--- src/rtl/hazard_scoreboard.sv ---
// D-stage hazard scoreboard: tracks E/M destination records and the HI/LO busy counter,
// and from them produces the D-stage stall and the rs/rt forwarding selects.
module hazard_scoreboard #(
    parameter int MULT_CYCLES = 5,
    parameter int DIV_CYCLES  = 10,
    parameter int CNT_W       = 4
) (
    input  logic       clk,
    input  logic       reset,
    input  logic [4:0] d_rs,
    input  logic       d_rs_used,
    input  logic [1:0] d_rs_tuse,
    input  logic [4:0] d_rt,
    input  logic       d_rt_used,
    input  logic [1:0] d_rt_tuse,
    input  logic [4:0] d_dst,
    input  logic [1:0] d_tnew,
    input  logic       d_md_op,
    input  logic       d_md_div,
    input  logic       d_md_use,
    input  logic       flush,
    output logic       stall,
    output logic [1:0] fwd_rs_sel,
    output logic [1:0] fwd_rt_sel,
    output logic       md_busy
);

    localparam logic [1:0] SEL_RF = 2'd0;
    localparam logic [1:0] SEL_E  = 2'd1;
    localparam logic [1:0] SEL_M  = 2'd2;

    logic [4:0]       e_dst_q, e_dst_d;
    logic [1:0]       e_tnew_q, e_tnew_d;
    logic [4:0]       m_dst_q, m_dst_d;
    logic [1:0]       m_tnew_q, m_tnew_d;
    logic [CNT_W-1:0] cnt_q, cnt_d;

    logic hit_e_rs, hit_m_rs, hit_e_rt, hit_m_rt;
    logic stall_rs, stall_rt, stall_md;

    // Newer producer (E) shadows the older one (M) for the same register.
    function automatic logic src_stall(input logic he, input logic hm,
                                       input logic [1:0] et, input logic [1:0] mt,
                                       input logic [1:0] tuse);
        return (he && (et > tuse)) || (!he && hm && (mt > tuse));
    endfunction

    function automatic logic [1:0] src_sel(input logic he, input logic hm,
                                           input logic [1:0] et, input logic [1:0] mt);
        if (he && (et == 2'd0)) begin
            return SEL_E;
        end else if (!he && hm && (mt == 2'd0)) begin
            return SEL_M;
        end
        return SEL_RF;
    endfunction

    always_comb begin
        hit_e_rs = d_rs_used && (d_rs != 5'd0) && (e_dst_q == d_rs);
        hit_m_rs = d_rs_used && (d_rs != 5'd0) && (m_dst_q == d_rs);
        hit_e_rt = d_rt_used && (d_rt != 5'd0) && (e_dst_q == d_rt);
        hit_m_rt = d_rt_used && (d_rt != 5'd0) && (m_dst_q == d_rt);

        stall_rs = src_stall(hit_e_rs, hit_m_rs, e_tnew_q, m_tnew_q, d_rs_tuse);
        stall_rt = src_stall(hit_e_rt, hit_m_rt, e_tnew_q, m_tnew_q, d_rt_tuse);
        md_busy  = (cnt_q != '0);
        stall_md = d_md_use && md_busy;
        stall    = stall_rs || stall_rt || stall_md;

        fwd_rs_sel = src_sel(hit_e_rs, hit_m_rs, e_tnew_q, m_tnew_q);
        fwd_rt_sel = src_sel(hit_e_rt, hit_m_rt, e_tnew_q, m_tnew_q);
    end

    always_comb begin
        e_dst_d  = 5'd0;
        e_tnew_d = 2'd0;
        m_dst_d  = 5'd0;
        m_tnew_d = 2'd0;
        cnt_d    = cnt_q;

        if (!flush) begin
            m_dst_d  = e_dst_q;
            m_tnew_d = (e_tnew_q == 2'd0) ? 2'd0 : e_tnew_q - 2'd1;
            if (!stall) begin
                e_dst_d  = d_dst;
                e_tnew_d = d_tnew;
            end
        end

        // Flush kills pipeline records only; an md op already issued keeps running.
        if (d_md_op && !stall && !flush) begin
            cnt_d = d_md_div ? CNT_W'(DIV_CYCLES) : CNT_W'(MULT_CYCLES);
        end else if (cnt_q != '0) begin
            cnt_d = cnt_q - CNT_W'(1);
        end
    end

    always_ff @(posedge clk or negedge reset) begin
        if (!reset) begin
            e_dst_q  <= 5'd0;
            e_tnew_q <= 2'd0;
            m_dst_q  <= 5'd0;
            m_tnew_q <= 2'd0;
            cnt_q    <= '0;
        end else begin
            e_dst_q  <= e_dst_d;
            e_tnew_q <= e_tnew_d;
            m_dst_q  <= m_dst_d;
            m_tnew_q <= m_tnew_d;
            cnt_q    <= cnt_d;
        end
    end

endmodule

--- config.mk ---
export PLATFORM = sky130hd
export DESIGN_NAME = hazard_scoreboard
export DESIGN_NICKNAME = d
export VERILOG_FILES = /design/src/rtl/hazard_scoreboard.sv
export SDC_FILE = /design/constraint.sdc
export NUM_CORES = 1
export LEC_CHECK = 0
export ABC_CLOCK_PERIOD_IN_PS = 2200
export CAP_MARGIN = 10
export CORE_MARGIN = 8
export CORE_UTILIZATION = 25
export DETAILED_ROUTE_END_ITERATION = 8
export DONT_BUFFER_PORTS = 1
export GPL_TIMING_DRIVEN = 0
export PLACE_DENSITY_LB_ADDON = 0.12
export SYNTH_ARGS = -nofsm -noshare
export SYNTH_HDL_FRONTEND = slang
export SYNTH_SLANG_ARGS = --single-unit
export TNS_END_PERCENT = 5
--- constraint.sdc ---
create_clock -name clk -period 2.2 [get_ports clk]
set_clock_uncertainty 0.1 [all_clocks]
set_input_delay 0.33 -clock clk [delete_from_list [all_inputs] [get_ports clk]]
set_output_delay 0.33 -clock clk [all_outputs]
set_load 0.02 [all_outputs]
* Yosys cells after proc, flatten, opt, wreduce, memory -nomap -nowiden
Cells that the tools add are included.
** Operators by class
- Mux-type cells :: 20
- Add/subtract/negate cells :: 2
- Equality and inequality tests :: 4
- Reduce and logical (&&, ||, !) cells :: 33
- $lt $le $gt $ge :: 4
** Operators with widths (number)
- == test 5 bit :: 4
- 2-to-1 mux 2 bit :: 10
- logical AND 1 bit :: 19
- 2-to-1 mux 5 bit :: 3
- 2-to-1 mux 4 bit :: 3
- nonzero test 5 bit :: 2
- > comparator 2 bit :: 4
- logical NOT 1 bit :: 4
- logical NOT 2 bit :: 2
- logical OR 1 bit :: 4
- 2-to-1 mux 1 bit :: 4
- nonzero test 4 bit :: 1
- subtractor 4 x 1 -> 4 bit, second input constant :: 1
- nonzero test 2 bit :: 1
- subtractor 2 x 1 -> 2 bit, second input constant :: 1
** Word-level totals
- Input bits :: 29
- Word-level logic and storage cells :: 68
- Register bits after elaboration :: 18

* Depth between registers and ports, before layout
- Depth after elaboration :: 13
- Mapped depth :: 8

* Least setup slack after synthesis
No wires, ideal clock.
- Path type :: in2reg
- From :: input port d_rs[1]
- To :: register cnt_q[1]
- Stages :: 6
- Setup slack :: 0.171 ns
- Path buffers :: 0
- Data arrival time :: 1.801 ns
- Data required time :: 1.972 ns
- Cell sequence :: or4_1 > o21ai_2 > a2111oi_2 > a31oi_4 > nand4_4 > mux2_1
** On the way
- Cells in the longest elaborated chain, start to end :: 13
- Elaborated cells between the ends (all ways) :: 18
- Those cells by class :: eq/ne: 2; mux: 1; reduce/logical: 15
** Ends and longest elaborated chain
- start, declared :: RTL line 10 : input logic [4:0] d_rs,
- nonzero test 5 bit :: RTL line 59, 60
- logical AND 1 bit :: RTL line 59, 60
- logical AND 1 bit :: RTL line 59 : hit_e_rs = d_rs_used && (d_rs != 5'd0) && (e_dst_q == d_rs);
- logical NOT 1 bit :: RTL line 45 : return (he && (et > tuse)) || (!he && hm && (mt > tuse));
- logical AND 1 bit (2 in a row) :: RTL line 45
- logical OR 1 bit * :: RTL line 45
- logical OR 1 bit * (2 in a row) :: RTL line 68 : stall = stall_rs || stall_rt || stall_md;
- logical NOT 1 bit * :: RTL line 91 : if (d_md_op && !stall && !flush) begin
- logical AND 1 bit * (2 in a row) :: RTL line 91
- 2-to-1 mux 4 bit / nonzero test 2 bit (equally long branches)
- end signal, assigned :: RTL line 110 : cnt_q <= cnt_d;
- end, declared :: RTL line 36 : logic [CNT_W-1:0] cnt_q, cnt_d;
Mark *: on every way between the ends. The rest lies on a longest branch, timed or not.
A chain may end at the register's enable or synchronous reset.

* Worst setup path in the final report
- From :: register m_tnew_q[1]
- To :: output port stall
** On the way
- Cells in the longest elaborated chain, start to end :: 5
- Elaborated cells between the ends (all ways) :: 8
- Those cells by class :: order compare: 2; reduce/logical: 6
** Ends and longest elaborated chain
- start, declared :: RTL line 35 : logic [1:0] m_tnew_q, m_tnew_d;
- start signal, assigned :: RTL line 109 : m_tnew_q <= m_tnew_d;
- > comparator 2 bit :: RTL line 45
- logical AND 1 bit :: RTL line 45
- logical OR 1 bit :: RTL line 45
- logical OR 1 bit * (2 in a row) :: RTL line 68
- end, declared :: RTL line 22 : output logic stall,
Marks and branches as above.

==> impl_metrics.tcl <==
set metrics [dict create \
    path_max_fanout 8 \
    violations "negative setup slack" \
    synth_xor_area_frac 0.1514 \
    timing.final.crit_share 1.038 \
    grt_max_degree 19 \
    ios 35 \
    path_clk_slew_ns 0.07 \
    fin_crit_ns 2.284 \
    rr_worst_depth 7 \
    synth_compound_area_frac 0.09636 \
    dieArea_um2 7629 \
    layout_commonest_cell "dfrtp_1" \
    syn_inst 124 \
    tightest_slew_ns 0.8980 \
    hold_ws_ns 0.02689 \
    antenna_cells 0 \
    grt_use_total 0.09305 \
    drv_cap 0 \
    reg2reg_from "m_tnew_q[1]" \
    fp.dieW_um 87.35 \
    max_slew_margin 0.3994 \
    grt_pass1_vias 1045 \
    totalWireLength_mm 3.452 \
    outcome "complete, but fails checks" \
    setup.worst_path.start_class "flop" \
    p_leak_nw 0.6844 \
    crit_type "flop to output pin" \
    worstSkewPairLatency_ns 0.25 \
    drv_slew 0 \
    viasPerCell 4.585 \
    yosysWarnings 0 \
    crit_path_end_kind "output pin" \
    first_pass_iters 3 \
    start_util 0.2540 \
    min_from "flush" \
    synth_top_family_by_area "simple AND/OR/NAND/NOR gates" \
    ir_worst_vdd_mv 0.2075 \
    yosysSeqAreaShare 0.3540 \
    fmax_mhz 437.8 \
    clock_path_buffers 2 \
    ys_types 33 \
    cts.sinks 18 \
    drc 0 \
    fp.dieH_um 87.35 \
    port_buffers 0 \
    rr_endpoint "cnt_q[3]" \
    wl_per_cell_um 16.68 \
    syn_avg_cell_area_um2 10.26 \
    hold_violations 0 \
    grt_pass1_wl_mm 5.388 \
    hold_path_depth 1 \
    worst_slack_ns -0.08395 \
    hpwl_mm 2.692 \
    nNetsFinal 177 \
    synth.area.mux_share 0.03343 \
    synth_fa_ha_area_frac 0.09833 \
    routabilityCongestion 0.7451 \
    synth-simple-area-share 0.2340 \
    crit_required_ns 1.77 \
    area_growth_pct 26.55 \
    cp.arrival_ns 1.85 \
    synth_nets 163 \
    cts_root_buffer "clkbuf_8" \
    setup_violations 3 \
    placement_rows 26 \
    r2r_setup_slack_ns -0.03 \
    htree_num_levels 1 \
    initialDrtViolationCount 36 \
    ys_seq_elements 18 \
    ant_nets 0 \
    p_per_area_nw_per_um2 688.3 \
    antenna_found_initial 0 \
    final_cell_mix "dfrtp_1 (16), xnor2_1 (15), nor3b_1 (9), ha_1 (9), buf_4 (8)" \
    rsz0062_at_grt "yes" \
    drive_gt1_frac 0.2701 \
    netlist_area_um2 1272 \
    numCtsBuffers 3 \
    vias 949 \
    cts_tree "done" \
    hold_path_class "input pin to flop" \
    core_um2 5010 \
    min_to "m_dst_q[0]" \
    grt_overflow 0 \
    dp_slack_ns -0.05056 \
    finalSetupTns_ns -0.1435 \
]
final cells by class:
cell class | instances | area (um^2)
Inverter | 10 | 41.29
Fill cell | 533 | 3400
Multi-Input combinational cell | 95 | 899.6
Clock buffer | 4 | 55.05
Tap cell | 70 | 87.58
Buffer | 1 | 3.754
Timing Repair Buffer | 9 | 70.07
Sequential cell | 18 | 452.9
critical path: stages (launching register included):
cell,delay [ns]
dfrtp_1,0.42
ha_1,0.36
a21oi_1,0.12
a2111oi_4,0.34
a31oi_4,0.15
nand3_4,0.20
metal layers:
layer	track usage	vias up	wire (um)
met3	0.03962	4	280
met2	0.1419	25	1627
met5	0	-	0
li1	-	462	-
met4	0.03906	0	48
met1	0.1110	458	1495
synthesized netlist by cell type:
master | number | area, um^2
a2111oi_2 | 1 | 15.01
nor3b_1 | 9 | 67.56
and2_1 | 1 | 6.260
a211oi_1 | 2 | 15.01
nor2b_1 | 6 | 37.54
nand2_1 | 5 | 18.77
or3_1 | 1 | 6.260
nand4_1 | 1 | 6.260
a31oi_4 | 1 | 21.27
a21oi_1 | 4 | 20.02
inv_1 | 10 | 37.54
xnor2_1 | 15 | 131.4
nand4_4 | 1 | 21.27
nor4_1 | 4 | 25.02
nor3_1 | 1 | 5.000
o21ai_2 | 2 | 17.52
and2b_2 | 1 | 8.760
nand4bb_1 | 1 | 11.26
nand3_1 | 3 | 15.01
a21o_1 | 1 | 7.510
mux2_1 | 2 | 22.52
or4_1 | 2 | 15.01
clkbuf_1 | 1 | 3.750
nand3_2 | 1 | 10.01
o21ai_0 | 1 | 5.000
mux2i_1 | 2 | 20.02
dfrtp_1 | 18 | 450.4
a22oi_4 | 1 | 21.27
and4_1 | 1 | 8.760
ha_1 | 10 | 125.1
nor4b_1 | 1 | 8.760
nor2_1 | 7 | 26.28
xor2_1 | 7 | 61.31
worst max path at each step:
stage / startpoint / to / cells after the start / slack, ns
after global placement: e_dst_q[2] / fwd_rs_sel[0] / 4 / -0.04
after floorplan: d_rs[1] / cnt_q[1] / 6 / 0.17
after global routing: m_tnew_q[1] / stall / 5 / -0.18
final: m_tnew_q[1] / stall / 5 / -0.08
after CTS: m_tnew_q[1] / stall / 5 / -0.14
after detailed placement: e_tnew_q[1] / cnt_q[3] / 7 / -0.05
registers in the layout, summed over array words and instances, names as in the netlist:
signal and flops:
e_tnew_q 2, e_dst_q 5, m_tnew_q 2, cnt_q 4, m_dst_q 5
power breakdown:
group	internal (mW)	switching, mW
Combinational	0.187	0.215
Clock	0.159	0.115
Sequential	0.388	0.0445
cells by family (layout without fill, tap and decap cells):
kind of cell	after synthesis	in the layout
muxes	4	4
DFF	18	18
buffers and inverters	11	24
adders and majority gates	10	10
xor gates and xnor gates	22	22
AOI/OAI and AO/OA	13	13
and+or+nand+nor	46	46
timing repair:
action,4_1_cts,5_1_grt
setup endpoints to repair,14,6
resized for setup,7,18
setup buffers,0,8
pin swaps,0,4
hold endpoints to repair,18,0
hold buffers,1,0
stage by stage:
step                      area (um^2)  cells  power, mW    util
after detailed placement         1360    194     0.7752  0.2715
after global routing             1610    207      1.194  0.3214
final                            1610    207      1.108  0.3214
after global placement           1360    194     0.7645  0.2715
after floorplan                  1272    124     0.7111       -
after CTS                        1464    199      1.074  0.2922
Power figures use the tool's default switching activity.
